[src/rtl/mmio_pkg.sv]
`default_nettype none
// ============================================================================
// Module      : mmio_pkg
// Description : Shared constants and types for the memory-mapped I/O
//               controller: register offsets inside the 256-byte window,
//               STATUS bit positions and the RX prefetch FSM state encoding.
// Ports       : none (package)
// Revision    : 1.0 - initial release
// ============================================================================
package mmio_pkg;

  // Byte offsets inside the I/O window (addr[7:0], word aligned)
  localparam logic [7:0] OFF_UART_DATA = 8'h00;
  localparam logic [7:0] OFF_STATUS    = 8'h04;
  localparam logic [7:0] OFF_SEG       = 8'h08;
  localparam logic [7:0] OFF_LED       = 8'h0C;
  localparam logic [7:0] OFF_CYCLE     = 8'h10;

  // STATUS register layout
  localparam int STATUS_RX_VALID     = 0;
  localparam int STATUS_TX_READY     = 1;
  localparam int STATUS_RX_COUNT_LSB = 8;

  // RX prefetch FSM
  typedef enum logic [0:0] {
    IDLE = 1'b0,
    FILL = 1'b1
  } pf_state_e;

endpackage
`default_nettype wire

[src/rtl/mmio_ctrl_sync_fifo.sv]
`default_nettype none
// ============================================================================
// Module      : sync_fifo
// Description : Single-clock FIFO with occupancy count. Push and pop in the
//               same cycle are both honoured, including when full (the pop
//               frees the slot being written).
// Ports       : clk, rst_n       - clock, asynchronous active-low reset
//               push_i, wdata_i  - write request and data
//               pop_i, rdata_o   - read request, head-of-queue data
//               full_o, empty_o  - occupancy flags
//               count_o          - number of stored entries (0..DEPTH)
// Revision    : 1.0 - initial release
// ============================================================================
module sync_fifo #(
  parameter int DEPTH = 8,
  parameter int WIDTH = 8
) (
  input  logic                   clk,
  input  logic                   rst_n,
  input  logic                   push_i,
  input  logic [WIDTH-1:0]       wdata_i,
  input  logic                   pop_i,
  output logic [WIDTH-1:0]       rdata_o,
  output logic                   full_o,
  output logic                   empty_o,
  output logic [$clog2(DEPTH):0] count_o
);

  localparam int AW = $clog2(DEPTH);

  logic [WIDTH-1:0] mem_q [DEPTH];
  logic [AW-1:0]    head_q, head_d;
  logic [AW-1:0]    tail_q, tail_d;
  logic [AW:0]      count_q, count_d;
  logic             do_push, do_pop;

  assign empty_o = (count_q == '0);
  // DEPTH is a power of two and count never exceeds it, so the MSB alone flags full
  assign full_o  = count_q[AW];
  assign count_o = count_q;
  assign rdata_o = mem_q[head_q];

  assign do_pop  = pop_i && !empty_o;
  assign do_push = push_i && (!full_o || do_pop);

  always_comb begin
    head_d  = head_q;
    tail_d  = tail_q;
    count_d = count_q;
    if (do_push) tail_d = tail_q + AW'(1);
    if (do_pop)  head_d = head_q + AW'(1);
    case ({do_push, do_pop})
      2'b10:   count_d = count_q + (AW+1)'(1);
      2'b01:   count_d = count_q - (AW+1)'(1);
      default: count_d = count_q;
    endcase
  end

  always_ff @(posedge clk or negedge rst_n) begin
    if (!rst_n) begin
      head_q  <= '0;
      tail_q  <= '0;
      count_q <= '0;
    end else begin
      head_q  <= head_d;
      tail_q  <= tail_d;
      count_q <= count_d;
    end
  end

  // Storage needs no reset: pointers/count define validity
  always_ff @(posedge clk) begin
    if (do_push) mem_q[tail_q] <= wdata_i;
  end

endmodule
`default_nettype wire

[src/rtl/mmio_ctrl.sv]
`default_nettype none
// ============================================================================
// Module      : mmio_ctrl
// Description : Memory-mapped I/O controller on the core data port. Decodes a
//               256-byte window at IO_BASE into UART data/status, hex-display,
//               LED and cycle-counter registers. Prefetches RX bytes from an
//               external FIFO into a local FIFO, stalls the core on blocking
//               empty reads and on TX back-pressure.
// Ports       : clk, rst_n                       - clock, async active-low reset
//               cpu_addr/wdata/we/re             - core access (held while stalled)
//               cpu_rdata                        - registered read data
//               cpu_stall                        - combinational stall
//               uart_in/uart_empty/uart_rdreq    - external RX FIFO
//               uart_out/uart_wrreq/uart_full    - external TX FIFO
//               seg_io, show                     - hex digits, LEDs
// Revision    : 1.0 - initial release
// ============================================================================
module mmio_ctrl
  import mmio_pkg::*;
#(
  parameter int                ADDR_W      = 32,
  parameter int                DATA_W      = 32,
  parameter logic [ADDR_W-1:0] IO_BASE     = 32'hFFFF_FF00,
  parameter int                RX_DEPTH    = 8,
  parameter int                SEG_DIGITS  = 6,
  parameter int                LED_W       = 10,
  parameter int                BLOCKING_RX = 1
) (
  input  logic                    clk,
  input  logic                    rst_n,
  input  logic [ADDR_W-1:0]       cpu_addr,
  input  logic [DATA_W-1:0]       cpu_wdata,
  input  logic                    cpu_we,
  input  logic                    cpu_re,
  output logic [DATA_W-1:0]       cpu_rdata,
  output logic                    cpu_stall,
  input  logic [7:0]              uart_in,
  input  logic                    uart_empty,
  output logic                    uart_rdreq,
  output logic [7:0]              uart_out,
  output logic                    uart_wrreq,
  input  logic                    uart_full,
  output logic [4*SEG_DIGITS-1:0] seg_io,
  output logic [LED_W-1:0]        show
);

  localparam int SEG_W = 4 * SEG_DIGITS;
  localparam int CNT_W = $clog2(RX_DEPTH) + 1;

  // ---------------------------------------------------------------- decode
  logic       in_win;
  logic [7:0] off;
  logic       sel_data, sel_status, sel_seg, sel_led, sel_cycle;

  assign in_win     = (cpu_addr[ADDR_W-1:8] == IO_BASE[ADDR_W-1:8]);
  assign off        = {cpu_addr[7:2], 2'b00};
  assign sel_data   = in_win && (off == OFF_UART_DATA);
  assign sel_status = in_win && (off == OFF_STATUS);
  assign sel_seg    = in_win && (off == OFF_SEG);
  assign sel_led    = in_win && (off == OFF_LED);
  assign sel_cycle  = in_win && (off == OFF_CYCLE);

  // ---------------------------------------------------------------- state
  pf_state_e            state_q, state_d;
  logic                 run_q;
  logic [DATA_W-1:0]    rdata_q, rdata_d;
  logic [SEG_W-1:0]     seg_q, seg_d;
  logic [LED_W-1:0]     led_q, led_d;
  logic [31:0]          cycle_q, cycle_d;
  logic [7:0]           uart_out_q, uart_out_d;
  logic                 wrreq_q, wrreq_d;

  // ---------------------------------------------------------------- RX FIFO
  logic             fifo_push, fifo_pop, fifo_full, fifo_empty;
  logic [CNT_W-1:0] fifo_count;
  logic [7:0]       fifo_rdata;

  sync_fifo #(
    .DEPTH (RX_DEPTH),
    .WIDTH (8)
  ) u_rx_fifo (
    .clk     (clk),
    .rst_n   (rst_n),
    .push_i  (fifo_push),
    .wdata_i (uart_in),
    .pop_i   (fifo_pop),
    .rdata_o (fifo_rdata),
    .full_o  (fifo_full),
    .empty_o (fifo_empty),
    .count_o (fifo_count)
  );

  // ---------------------------------------------------------------- access control
  logic rd_only, rx_avail, rx_stall, tx_stall, rd_acc, wr_acc;

  // A simultaneous write wins; the read half of the access is dropped
  assign rd_only   = cpu_re && !cpu_we;
  // The byte captured during FILL counts as available so an empty-FIFO read
  // can complete in the capture cycle instead of waiting one more
  assign rx_avail  = !fifo_empty || (state_q == FILL);
  assign rx_stall  = (BLOCKING_RX != 0) && rd_only && sel_data && !rx_avail;
  assign tx_stall  = cpu_we && sel_data && uart_full;
  assign cpu_stall = rx_stall || tx_stall;
  assign rd_acc    = rd_only && !cpu_stall;
  assign wr_acc    = cpu_we && !cpu_stall;

  assign fifo_pop  = rd_acc && sel_data && !fifo_empty;
  // When the FIFO is empty and the core takes the FILL byte directly,
  // it bypasses storage entirely
  assign fifo_push = (state_q == FILL) && !(rd_acc && sel_data && fifo_empty);

  // ---------------------------------------------------------------- prefetch FSM
  always_comb begin
    state_d    = state_q;
    uart_rdreq = 1'b0;
    case (state_q)
      IDLE: begin
        // run_q keeps the external pop quiet until the first edge after reset
        if (run_q && !uart_empty && !fifo_full) begin
          uart_rdreq = 1'b1;
          state_d    = FILL;
        end
      end
      FILL:    state_d = IDLE;
      default: state_d = IDLE;
    endcase
  end

  // ---------------------------------------------------------------- read mux
  logic [DATA_W-1:0] status;

  always_comb begin
    status                                   = '0;
    status[STATUS_RX_VALID]                  = !fifo_empty;
    status[STATUS_TX_READY]                  = !uart_full;
    status[STATUS_RX_COUNT_LSB +: CNT_W]     = fifo_count;
  end

  always_comb begin
    rdata_d = rdata_q;
    if (rd_acc) begin
      rdata_d = '0;
      if (sel_data) begin
        if (!fifo_empty)           rdata_d = DATA_W'(fifo_rdata);
        else if (state_q == FILL)  rdata_d = DATA_W'(uart_in);
        else                       rdata_d = '1;  // non-blocking empty read
      end else if (sel_status) begin
        rdata_d = status;
      end else if (sel_seg) begin
        rdata_d = DATA_W'(seg_q);
      end else if (sel_led) begin
        rdata_d = DATA_W'(led_q);
      end else if (sel_cycle) begin
        rdata_d = DATA_W'(cycle_q);
      end
    end
  end

  // ---------------------------------------------------------------- write side
  always_comb begin
    seg_d      = seg_q;
    led_d      = led_q;
    uart_out_d = uart_out_q;
    wrreq_d    = 1'b0;
    cycle_d    = cycle_q + 32'd1;
    if (wr_acc) begin
      if (sel_seg)   seg_d   = cpu_wdata[SEG_W-1:0];
      if (sel_led)   led_d   = cpu_wdata[LED_W-1:0];
      if (sel_cycle) cycle_d = '0;
      if (sel_data) begin
        uart_out_d = cpu_wdata[7:0];
        wrreq_d    = 1'b1;
      end
    end
  end

  always_ff @(posedge clk or negedge rst_n) begin
    if (!rst_n) begin
      state_q    <= IDLE;
      run_q      <= 1'b0;
      rdata_q    <= '0;
      seg_q      <= '0;
      led_q      <= '0;
      cycle_q    <= '0;
      uart_out_q <= '0;
      wrreq_q    <= 1'b0;
    end else begin
      state_q    <= state_d;
      run_q      <= 1'b1;
      rdata_q    <= rdata_d;
      seg_q      <= seg_d;
      led_q      <= led_d;
      cycle_q    <= cycle_d;
      uart_out_q <= uart_out_d;
      wrreq_q    <= wrreq_d;
    end
  end

  assign cpu_rdata  = rdata_q;
  assign seg_io     = seg_q;
  assign show       = led_q;
  assign uart_out   = uart_out_q;
  assign uart_wrreq = wrreq_q;

  // Byte-lane bits and the upper write-data bits have no consumer
  logic unused_bits;
  assign unused_bits = ^{cpu_addr[1:0], cpu_wdata};

endmodule
`default_nettype wire
[config.mk]
export PLATFORM = sky130hd
export DESIGN_NAME = mmio_ctrl
export DESIGN_NICKNAME = d
export VERILOG_FILES = /design/src/rtl/mmio_pkg.sv /design/src/rtl/mmio_ctrl_sync_fifo.sv /design/src/rtl/mmio_ctrl.sv
export SDC_FILE = /design/constraint.sdc
export NUM_CORES = 1
export LEC_CHECK = 0
export ABC_AREA = 1
export ABC_CLOCK_PERIOD_IN_PS = 2860
export CORE_ASPECT_RATIO = 0.6
export CORE_UTILIZATION = 48
export CTS_CLUSTER_DIAMETER = 50
export CTS_CLUSTER_SIZE = 25
export DETAILED_ROUTE_END_ITERATION = 12
export PLACE_DENSITY = 0.77
export SETUP_SLACK_MARGIN = 0.15
export SLEW_MARGIN = 10
export SYNTH_ARGS = -nofsm -noshare
export SYNTH_HDL_FRONTEND = slang
export SYNTH_SLANG_ARGS = --single-unit
[constraint.sdc]
create_clock -name clk -period 2.86 [get_ports clk]
set_clock_uncertainty 0.2 [all_clocks]
set_input_delay 0.572 -clock clk [delete_from_list [all_inputs] [get_ports clk]]
set_output_delay 0.572 -clock clk [all_outputs]
set_load 0.005 [all_outputs]
---- After elaboration in Yosys (flattened, before gate mapping) ----
Memory sizes are Yosys's and may differ from the RTL's.
Cells that the tools add are included.
word-level totals
  bits in registers ....................... 119
  bits in writable memories ............... 64
  input port bits ......................... 78
  output and inout port bits .............. 77
  logic and storage cells ................. 79
  memories ................................ 1
memories
  name             words  width  rd ports  clocked after memory_dff  wr ports  line                       source
  u_rx_fifo.mem_q  8      8      1         0                         1         mmio_ctrl_sync_fifo.sv:31  logic [WIDTH-1:0] mem_q [DEPTH];
cells by class
  $add $sub $neg .......................... 5
  eq/ne operators ......................... 7
  muxes and demuxes ....................... 17
  bitwise logic cells ..................... 1
  reductions and logical operators ........ 37
operators by type and width
  kind                                              count
  two-way mux 32 bit                                9
  adder 32 x 1 -> 32 bit, second input constant     1
  == test 24 bit, second input constant             1
  logical AND 1 bit                                 20
  == test 6 x 2 -> 1 bit, second input constant     2
  zero test 1 bit                                   8
  zero test 8 bit                                   1
  case mux 4 bit (2 select lines)                   1
  adder 3 x 1 -> 3 bit, second input constant       2
  == test 6 x 1 -> 1 bit, second input constant     1
  == test 6 x 3 -> 1 bit, second input constant     1
  two-way mux 1 bit                                 6
  AND reduction 2 bit                               3
  adder 4 x 1 -> 4 bit, second input constant       1
  zero test 4 bit                                   1
  subtractor 4 x 1 -> 4 bit, second input constant  1
  logical OR 1 bit                                  3
  == test 2 x 1 -> 1 bit, second input constant     1
  == test 2 bit, second input constant              1
  case mux 1 bit (2 select lines)                   1
  nonzero test 2 bit                                1
  NOT 1 bit                                         1

---- Logic depth before layout (Yosys ltp) ----
Gate-level depths: netlist of the first run.
  word-level depth ........................ 15
  depth in mapped cells ................... 19
  mapped depth without buffers ............ 19

---- Modules after synthesis ----
From an unflattened synthesis of the first run, not the netlist that was laid out.
second synthesis, totals
  cells, all modules ...................... 1122
  area total of the unflattened synthesis .. 9176.3 sq um
by module, submodules not included
  module     times used  cells an instance  area each (sq um)  sequential area each (sq um)
  mmio_ctrl  1           763                5788.1             2727.6
  sync_fifo  1           359                3388.2             2172.1

---- Worst setup path before layout of the first run ----
Ideal clock, no wire load.
  path kind ............................... input -> register
  start point ............................. in cpu_addr[9]
  end point ............................... reg u_rx_fifo.count_q[3], in the netlist u_rx_fifo.count_o[3]
  library setup time ...................... 0.122 ns
  arrival time ............................ 2.798 ns
  setup slack ............................. -0.259 ns
  stages on the path ...................... 18
  buffers on the path ..................... 0
  cell sequence ........................... nand2_1 > nor2_1 > nand2_1 > nor2_2 > nand2_2 > nor2_4 > nand4_1 > nand2_1 > nand2_2 > ha_1 > ha_1 > nand2_1 > nor2_1 > a211oi_1 > nor2_1 > nor2_1 > nand2_1 > xor2_1
between the ends
  longest elaborated chain between the ends .. 14
  elaborated cells between the ends (all ways) .. 21
  those cells by class .................... 3 x eq/ne; 1 x mux; 17 x reduce/logical
ends and longest elaborated chain
  element                                                                       line                                         source
  start, declared                                                               mmio_ctrl.sv:31                              input logic [ADDR_W-1:0] cpu_addr,
  == test 24 bit (*)                                                            mmio_ctrl.sv:55                              assign in_win = (cpu_addr[ADDR_W-1:8] == IO_BASE[ADDR_W-1:8]);
  logical AND 1 bit (*)                                                         mmio_ctrl.sv:57                              assign sel_data = in_win && (off == OFF_UART_DATA);
  logical AND 1 bit, on equally long branches (2 in a row)                      mmio_ctrl.sv:101, mmio_ctrl.sv:102
  logical OR 1 bit                                                              mmio_ctrl.sv:103                             assign cpu_stall = rx_stall || tx_stall;
  zero test 1 bit                                                               mmio_ctrl.sv:104                             assign rd_acc = rd_only && !cpu_stall;
  logical AND 1 bit                                                             mmio_ctrl.sv:104
  logical AND 1 bit (*)                                                         mmio_ctrl.sv:107, mmio_ctrl.sv:110
  logical AND 1 bit, on equally long branches                                   mmio_ctrl.sv:110, mmio_ctrl.sv:107
  zero test 1 bit / logical AND 1 bit (equally long branches)                   mmio_ctrl.sv:110, mmio_ctrl_sync_fifo.sv:43
  logical AND 1 bit / logical OR 1 bit (equally long branches)                  mmio_ctrl.sv:110, mmio_ctrl_sync_fifo.sv:44
  logical AND 1 bit                                                             mmio_ctrl_sync_fifo.sv:44                    assign do_push = push_i && (!full_o || do_pop);
  == test 2 x 1 -> 1 bit / == test 2 bit (equally long branches)                mmio_ctrl_sync_fifo.sv:52                    case ({do_push, do_pop})
  case mux 4 bit (2 select lines) / nonzero test 2 bit (equally long branches)  n/a
  end signal, assigned                                                          mmio_ctrl_sync_fifo.sv:67                    count_q <= count_d;
  end, declared                                                                 mmio_ctrl_sync_fifo.sv:34                    logic [AW:0] count_q, count_d;
Every way passes the cells marked *; elsewhere a longest branch is shown, timed or not.
A chain may end at the register's enable or synchronous reset.

---- Final worst setup path of the first run ----
  start point ............................. in cpu_re
  end point ............................... reg u_rx_fifo.count_q[3], in the netlist u_rx_fifo.count_o[3]
between the ends
  longest elaborated chain between the ends .. 13
  elaborated cells between the ends (all ways) .. 18
  those cells by class .................... 2 x eq/ne; 1 x mux; 15 x reduce/logical
ends and longest elaborated chain
  element                                                                       line                                         source
  start, declared                                                               mmio_ctrl.sv:34                              input logic cpu_re,
  logical AND 1 bit (*)                                                         mmio_ctrl.sv:97                              assign rd_only = cpu_re && !cpu_we;
  logical AND 1 bit (2 in a row)                                                mmio_ctrl.sv:101                             assign rx_stall = (BLOCKING_RX != 0) && rd_only && sel_data && !rx_avail;
  logical OR 1 bit                                                              mmio_ctrl.sv:103
  zero test 1 bit                                                               mmio_ctrl.sv:104
  logical AND 1 bit (*)                                                         mmio_ctrl.sv:104
  logical AND 1 bit (*)                                                         mmio_ctrl.sv:107, mmio_ctrl.sv:110
  logical AND 1 bit, on equally long branches                                   mmio_ctrl.sv:110, mmio_ctrl.sv:107
  zero test 1 bit / logical AND 1 bit (equally long branches)                   mmio_ctrl.sv:110, mmio_ctrl_sync_fifo.sv:43
  logical AND 1 bit / logical OR 1 bit (equally long branches)                  mmio_ctrl.sv:110, mmio_ctrl_sync_fifo.sv:44
  logical AND 1 bit                                                             mmio_ctrl_sync_fifo.sv:44
  == test 2 x 1 -> 1 bit / == test 2 bit (equally long branches)                mmio_ctrl_sync_fifo.sv:52
  case mux 4 bit (2 select lines) / nonzero test 2 bit (equally long branches)  n/a
Marks and branches as above.

==> metrics.md, run 1 <==
| Metric | Value |
|---|---|
| Height of the die | `107 um` |
| Count of H-tree levels built during CTS | `4` |
| Endpoint of the worst hold-timing path | `cpu_rdata[29]` |
| Antenna diode instance count | `0` |
| Critical path class | `input pin to flip-flop` |
| Depth of the worst register-to-register path | `15` |
| Core Rows | `37` |
| Design internal power | `3.99 mW` |
| Largest cells by area after synthesis | `sky130_fd_sc_hd__dfrtp_1, sky130_fd_sc_hd__edfxtp_1, sky130_fd_sc_hd__nand2_1, sky130_fd_sc_hd__nor2_1, sky130_fd_sc_hd__o21ai_0` |
| Fraction of power spent switching nets | `24.3%` |
| Number of DRC markers after the initial detailed-route iteration | `924` |
| Worst flop-to-flop path endpoint | `u_rx_fifo.count_o[3]` |
| Leakage Power | `5.24 nW` |
| Clock latency on the worst-skew pair | `440 ps` |
| Syn_nets | `1104` |
| Reg clk slew, reported paths | `80 ps` |
| Most common cell in the synthesized netlist | `sky130_fd_sc_hd__nand2_1` |
| Async S/R FF share, synth | `65.0%` |
| Dominant register cell in the synthesized netlist | `sky130_fd_sc_hd__dfrtp_1` |
| Buffers on Ports | `144` |
| Total setup violations reported at the end of the flow | `0` |
| Launch point of the worst hold path | `cpu_rdata[29]` |
| Final Power | `5.27 mW` |
| Synth-to-layout area growth | `35.8%` |
| Floorplan core area | `17500 um^2` |
| Vias | `8203` |
| Yosys top cell area share | `34.1%` |
| Routed wirelength normalized by instance count | `18.0 um` |
| Max Slew Vio Count | `0` |
| Total power per unit cell area | `444 nW/um^2` |
| GRT Total Usage | `30.4%` |
| ANT nets after route | `0` |
| Setup repair after global routing missed its margin | `yes` |
| Most frequent cells after synthesis | `sky130_fd_sc_hd__nand2_1, sky130_fd_sc_hd__nor2_1, sky130_fd_sc_hd__dfrtp_1` |
| Fmax achieved | `375 MHz` |
| Data required time at the worst endpoint | `2980 ps` |
| Routability Congestion | `0.923` |
| Maximum net fanout on the critical path | `6` |
| Clock tree from TritonCTS | `yes` |
| Post-synthesis instance total | `1019` |
| Slew at the pin closest to its max-slew limit | `629 ps` |
| Number of synthesized register bits | `183` |
| Mean instance size in the synthesized netlist | `8.58 um^2` |
| Chip Width | `176 um` |
| GRT Residual Overflow | `0` |
| Drt pass-1 iters | `7` |
| Tightest slew margin relative to the limit | `57.7%` |
| Number of antenna violations at the first check in global routing | `0` |
| HP Class | `flip-flop to flip-flop` |
| Sequential group share of total power | `51.6%` |
| Number of sinks driven by the clock tree | `183` |
| Synthesis Warnings | `0` |
| Post-layout minimum cycle time | `2660 ps` |
| Fraction of power consumed by combinational cells | `4.3%` |
| Clk network pwr share | `44.1%` |
| Origin of the critical flop-to-flop path | `u_rx_fifo.count_o[2]` |
| Post-synthesis sequential area ratio | `56.0%` |
| Proportion of layout cells with a drive suffix above 1 | `18.1%` |
| Initial cell density of the core | `50.1%` |
| Max Root-Sink Buffers | `2` |
| Number of unique standard cell types used by synthesis | `39` |
| I/O Pins | `155` |
| R2r setup slk | `220 ps` |
| Arrival time worst endpoint | `2790 ps` |
| Result of the run | `complete, no violations` |
| Global-route wire length before repair | `42600 um` |
| Final-layout setup total negative slack | `0 ps` |
| Switching power | `1.28 mW` |
| Post-DP HPWL | `19000 um` |
| Number of endpoints with negative hold slack in the final report | `0` |
| Root cell of the clock tree | `sky130_fd_sc_hd__clkbuf_16` |
| Dominant cell type by area after synthesis | `sky130_fd_sc_hd__dfrtp_1` |
| Area of the mapped netlist | `8740 um^2` |
| Total DRC errors in the routed layout | `0` |
| Vias per cell | `5.43` |
| Final wirelength | `27200 um` |
| Category of the worst setup path capture point | `flip-flop` |
| Final net count | `1350` |
| Number of CTS-inserted buffers | `17` |
| Max_cap viols | `0` |
| Largest net degree at the start of global routing | `55` |
| Count of flip-flops with a built-in enable after synthesis | `64` |
| Maximum ir drop on the vdd rail | `0.392 mV` |
| Full die area | `18800 um^2` |
| Count of cells along the worst hold path | `2` |
| Share of the clock period used by the worst path after layout | `93.1%` |
| Number of global-route vias before repair | `7850` |
| Sort of element at the start of the critical path | `input pin` |
-- critical path, stage by stage --
cell and delay [ps]:
sky130_fd_sc_hd__clkdlybuf4s50_1 470, sky130_fd_sc_hd__inv_1 40, sky130_fd_sc_hd__nor2_1 90, sky130_fd_sc_hd__buf_4 170, sky130_fd_sc_hd__nand4_1 160, sky130_fd_sc_hd__nand2_2 150
sky130_fd_sc_hd__nand2_4 60, sky130_fd_sc_hd__ha_4 180, sky130_fd_sc_hd__ha_4 230, sky130_fd_sc_hd__nand2_1 60, sky130_fd_sc_hd__nor2_1 50, sky130_fd_sc_hd__a211oi_2 180
sky130_fd_sc_hd__nor2_1 70, sky130_fd_sc_hd__nor2_1 110, sky130_fd_sc_hd__nand2_1 70, sky130_fd_sc_hd__xor2_1 130
-- sequential cells by signal (all words and copies together), names as in the netlist --
register / count
state_q: 1
u_rx_fifo.tail_q: 3
u_rx_fifo.mem_q: 64
cpu_rdata: 32
u_rx_fifo.count_o: 4
cycle_q: 32
show: 10
uart_out: 8
seg_io: 24
u_rx_fifo.head_q: 3
run_q: 1
uart_wrreq: 1
-- metrics by stage --
stage	hold slack [ps]	area [um^2]	setup WS (ps)	cells	util, %
floorplan	76.4	8790	-60.6	1019	-
global placement	264	11000	-595	1440	62.9
detailed placement	264	11000	-691	1440	62.9
CTS	290	11800	143	1506	67.8
global route	303	11900	65.0	1512	68.0
finish	284	11900	196	1512	68.0
-- final cells by class --
class	instances	area (um^2)
multi-input cells	737	3590
clock buffers	17	425
inverters	73	279
fillers	1395	5580
well taps	234	293
repair buffers	253	2220
flip-flops and latches	183	4900
clock inverters	15	160
-- power groups by stage --
stage | sequential [mW] | clock, mW | combinational (mW)
after CTS | 2.72 | 2.34 | 0.229
after detailed placement | 2.77 | 0 | 0.231
after global placement | 2.77 | 0 | 0.227
after global routing | 2.72 | 2.45 | 0.248
final | 2.72 | 2.32 | 0.228
after floorplan | 2.77 | 0 | 0.0379
-- worst max path at each step --
stage / start / end / slack [ps] / cells past startpoint
2_1_floorplan: cpu_addr[9] / u_rx_fifo.count_o[3] / -60 / 18
3_3_place_gp: cpu_addr[20] / cpu_stall / -600 / 10
3_5_place_dp: cpu_addr[17] / u_rx_fifo.count_o[3] / -690 / 19
4_1_cts: cpu_addr[30] / cpu_stall / 140 / 11
5_1_grt: u_rx_fifo.count_o[2] / u_rx_fifo.count_o[3] / 60 / 17
6_report: cpu_re / u_rx_fifo.count_o[3] / 200 / 16
-- cells by family after synthesis --
kind of cell,after synthesis,share of synthesized area [%]
other,1,0.0429
AO/OA/AOI/OAI,90,5.95
AND/OR/NAND/NOR,606,29.0
flip-flops,183,56.0
adder cells (fa/ha/maj),7,1.09
XOR/XNOR,32,3.21
buffers and inverters,100,4.68
-- routing by layer --
layer	track usage (%)	part of all wire [%]
met1	45.9	44
met2	42.5	42
met3	7.73	12
met4	8.94	1.3
met5	0	0
-- timing repair --
item,4_1_cts,5_1_grt
pin swaps,34,29
gates resized for setup,77,44
cloned,0,1
setup endpoints to repair,17,52
hold buffers,1,0
setup buffers,33,5
endpoints found under the hold margin,33,0
-- layout by cell type (no fill, tap or decap), types with 5 or more instances in the layout --
cell type | synthesis | final
sky130_fd_sc_hd__dlygate4sd2_1 | 0 | 6
sky130_fd_sc_hd__inv_2 | 6 | 6
sky130_fd_sc_hd__dfrtp_1 | 119 | 118
sky130_fd_sc_hd__nand2_2 | 3 | 10
sky130_fd_sc_hd__nor2_1 | 144 | 136
sky130_fd_sc_hd__buf_4 | 2 | 97
sky130_fd_sc_hd__nor2_2 | 16 | 22
sky130_fd_sc_hd__nor3_1 | 26 | 24
sky130_fd_sc_hd__o221ai_1 | 7 | 7
sky130_fd_sc_hd__a21oi_1 | 8 | 8
sky130_fd_sc_hd__o211ai_1 | 12 | 12
sky130_fd_sc_hd__nand3_1 | 47 | 45
sky130_fd_sc_hd__edfxtp_1 | 64 | 64
sky130_fd_sc_hd__buf_6 | 2 | 8
sky130_fd_sc_hd__xor2_1 | 28 | 28
sky130_fd_sc_hd__inv_1 | 66 | 64
sky130_fd_sc_hd__clkbuf_16 | 0 | 17
sky130_fd_sc_hd__clkdlybuf4s50_1 | 0 | 112
sky130_fd_sc_hd__buf_2 | 9 | 8
sky130_fd_sc_hd__nor2_4 | 3 | 6
sky130_fd_sc_hd__o21ai_0 | 56 | 56
sky130_fd_sc_hd__nand2_1 | 338 | 329
sky130_fd_sc_hd__nand4_1 | 21 | 21
sky130_fd_sc_hd__clkbuf_2 | 0 | 16
sky130_fd_sc_hd__buf_12 | 0 | 5
(Power assumes the default switching activity.)
==> inputs of run 2 (changes only) <==
Settings changed: CELL_PAD_IN_SITES_DETAIL_PLACEMENT set to 1, CELL_PAD_IN_SITES_GLOBAL_PLACEMENT set to 1, CORE_MARGIN set to 1, CORE_UTILIZATION 48 to 35, PLACE_DENSITY 0.77 to not set, PLACE_DENSITY_LB_ADDON set to 0.1.
==> run 2 against run 1 <==
Sequential power about the same. Combinational power is 2% lower. Die area is 37% higher. Non-clock buffer count is 21 lower. Utilization fell by 19 points. Global-route usage fell by 4.8 points. Critical path type unchanged.
==> metrics.md, run 2 (same netlist as run 1, synthesis figures left out) <==
| Metric | Value |
|---|---|
| Root cell of the clock tree | `sky130_fd_sc_hd__clkbuf_16` |
| Share of the clock period used by the worst path after layout | `97.1% (+3.9 points)` |
| Tightest slew margin relative to the limit | `57.2% (-0.55 points)` |
| Buffers on Ports | `144 (unchanged)` |
| Vias | `8032 (-2.1%)` |
| Design internal power | `4.20 mW (+5.3%)` |
| Count of H-tree levels built during CTS | `4 (unchanged)` |
| Top reg by flops | `u_rx_fifo.mem_q` |
| Clock latency on the worst-skew pair | `450 ps (about the same)` |
| Cells along the critical path | `clkdlybuf4s50_1, nor2_4, nand3_2, nor2_4, nand4_1, nand2_2, nand2_4, ha_4, ha_4, nand2_1, nor2_1, a211oi_2, nor2_1, nor2_1, nand2_1, xor2_1` |
| Fraction of power consumed by combinational cells | `4.1% (-0.2 points)` |
| Clk network pwr share | `46.1% (+2.0 points)` |
| Routed wirelength normalized by instance count | `19.8 um (+9.7%)` |
| Synth-to-layout area growth | `35.3%` |
| Max Slew Vio Count | `0 (unchanged)` |
| Max stage delay cell, worst path | `sky130_fd_sc_hd__clkdlybuf4s50_1` |
| Full die area | `25600 um^2 (+37%)` |
| Result of the run | `complete, no violations` |
| Arrival time worst endpoint | `2920 ps (+130 ps)` |
| Max_cap viols | `0 (unchanged)` |
| Most common library cell in the layout ignoring fill and taps | `sky130_fd_sc_hd__nand2_1` |
| Slew at the pin closest to its max-slew limit | `641 ps (+11.6 ps)` |
| Reg clk slew, reported paths | `80 ps (about the same)` |
| Antenna diode instance count | `0 (unchanged)` |
| Final-layout setup total negative slack | `0 ps (unchanged)` |
| Global-route wire length before repair | `48600 um (+14%)` |
| Category of the worst setup path capture point | `flip-flop` |
| Post-DP HPWL | `23000 um (+21%)` |
| Post-layout minimum cycle time | `2780 ps (+112 ps)` |
| Floorplan core area | `24300 um^2 (+39%)` |
| HP Class | `flip-flop to flip-flop` |
| Height of the die | `124 um (+17%)` |
| Core Rows | `44 (+19%)` |
| GRT Residual Overflow | `0 (unchanged)` |
| Number of global-route vias before repair | `8200 (+4.5%)` |
| Post-Route Utilization | `48.6% (-19 points)` |
| Number of sinks driven by the clock tree | `183 (unchanged)` |
| Commonest cells after routing, fill and taps aside | `sky130_fd_sc_hd__nand2_1, sky130_fd_sc_hd__nor2_1, sky130_fd_sc_hd__dfrtp_1, sky130_fd_sc_hd__clkdlybuf4s50_1, sky130_fd_sc_hd__buf_4` |
| Number of endpoints with negative hold slack in the final report | `0 (unchanged)` |
| Worst path most repeated cell | `sky130_fd_sc_hd__nor2_1` |
| Final wirelength | `31200 um (+15%)` |
| Fmax achieved | `360 MHz (-4.0%)` |
| Number of antenna violations at the first check in global routing | `0 (unchanged)` |
| GRT Total Usage | `25.5% (-4.8 points)` |
| Count of buffering cells on the critical path with inverters included | `1 (-2)` |
| Sort of element at the start of the critical path | `input pin` |
| Max Root-Sink Buffers | `2 (unchanged)` |
| Data required time at the worst endpoint | `3000 ps (+20 ps)` |
| Total DRC errors in the routed layout | `0 (unchanged)` |
| Fraction of power spent switching nets | `23.0% (-1.3 points)` |
| Clock tree from TritonCTS | `yes` |
| Maximum net fanout on the critical path | `4 (-2)` |
| Cell type group with the largest total delay on the critical path | `simple AND/OR/NAND/NOR gates` |
| ANT nets after route | `0 (unchanged)` |
| Vias per cell | `5.09 (-6.2%)` |
| Total setup violations reported at the end of the flow | `0 (unchanged)` |
| Proportion of layout cells with a drive suffix above 1 | `15.3% (-2.8 points)` |
| Leakage Power | `5.14 nW (-1.8%)` |
| Number of CTS-inserted buffers | `17 (unchanged)` |
| Number of flip-flops in the largest register | `64 (unchanged)` |
| Final net count | `1328 (-1.6%)` |
| Switching power | `1.26 mW (-1.8%)` |
| Sequential group share of total power | `49.8% (-1.8 points)` |
| Maximum ir drop on the vdd rail | `0.360 mV (-8.0%)` |
| Biggest cell delay along the critical path | `470 ps (about the same)` |
| Routability Congestion | `0.837 (-9.2%)` |
| Total power per unit cell area | `461 nW/um^2 (+4.0%)` |
| Number of DRC markers after the initial detailed-route iteration | `570 (-38%)` |
| Chip Width | `206 um (+17%)` |
| Largest net degree at the start of global routing | `70 (+27%)` |
| Drt pass-1 iters | `5 (-2)` |
| Setup repair after global routing missed its margin | `yes` |
| Initial cell density of the core | `35.9% (-14 points)` |
| I/O Pins | `155 (unchanged)` |
| Critical path class | `input pin to flip-flop` |
run 2: cell types whose count changed in the layout (fill, tap and decap cells not counted), moves of 4 or more:
cell	delta
sky130_fd_sc_hd__buf_4	-17
sky130_fd_sc_hd__clkdlybuf4s50_1	+4
sky130_fd_sc_hd__clkinv_8	-4
sky130_fd_sc_hd__inv_4	-4
sky130_fd_sc_hd__buf_2	-7
sky130_fd_sc_hd__buf_6	-7
sky130_fd_sc_hd__nand2_1	+4
run 2: metal layers:
metal | track usage (%) | wire length (um) | up-vias | share of wire [%]
met3 | 6.59 | 1970 | 33 | 6.3
met2 | 34.0 | 12500 | 214 | 40
met1 | 40.2 | 16300 | 4022 | 52
met4 | 6.53 | 438 | 0 | 1.4
met5 | 0 | 0 | - | 0
li1 | - | - | 3763 | -
run 2: repair_timing:
| action | CTS | global route |
|---|---|---|
| gates resized for setup | 41 | 42 |
| buffers inserted | 15 | 2 |
| endpoints found under the setup margin | 17 | 24 |
| endpoints found under the hold margin | 90 | 0 |
| hold buffers | 1 | 0 |
| pin swaps | 7 | 16 |
run 2: power groups by stage:
| stage | clock, mW | sequential (mW) | combinational [mW] |
|---|---|---|---|
| after global routing | 2.63 | 2.72 | 0.244 |
| after CTS | 2.54 | 2.72 | 0.228 |
| after floorplan | 0 | 2.77 | 0.0379 |
| after detailed placement | 0 | 2.77 | 0.237 |
| after global placement | 0 | 2.77 | 0.232 |
| final | 2.51 | 2.72 | 0.224 |
run 2: worst reg2reg max path: cells and delay by family, from the launching register on:
kind | cells | cell delay, ps
AO/OA/AOI/OAI | 1 | 190
adder cells (fa/ha/maj) | 2 | 410
flip-flops | 1 | 470
buffers and inverters | 1 | 100
AND/OR/NAND/NOR | 12 | 1080
XOR/XNOR | 1 | 140
run 2: final timing paths:
kind,from,end,slack [ps],depth (start not counted)
min in group asynchronous,rst_n,cpu_rdata[6],460,3
worst max-delay path,cpu_addr[3],u_rx_fifo.count_o[3],80,16
worst min register to register,cpu_rdata[8],cpu_rdata[8],280,2
max in group asynchronous,rst_n,seg_io[23],1610,3
worst max register to register,u_rx_fifo.count_o[2],u_rx_fifo.count_o[3],160,17
worst min-delay path,cpu_rdata[8],cpu_rdata[8],280,2
run 2: layout make-up:
| type | count | area, um^2 |
|---|---|---|
| Tap cell | 322 | 403 |
| Timing Repair Buffer | 232 | 2100 |
| Multi-Input combinational cell | 736 | 3550 |
| Sequential cell | 183 | 4900 |
| Inverter | 73 | 274 |
| Clock inverter | 15 | 175 |
| Fill cell | 2863 | 12500 |
| Clock buffer | 17 | 425 |
run 2: metrics by stage:
stage               cell area, um^2  power [mW]  hold WS, ps  setup WS (ps)  instances
floorplan                      8790        2.81         76.4          -60.6       1019
global placement              11100        3.00          266           -604       1528
detailed placement            11100        3.01          271           -683       1528
CTS                           11800        5.49          292            161       1576
global route                  11800        5.59          308          -50.3       1578
finish                        11800        5.45          279           84.3       1578
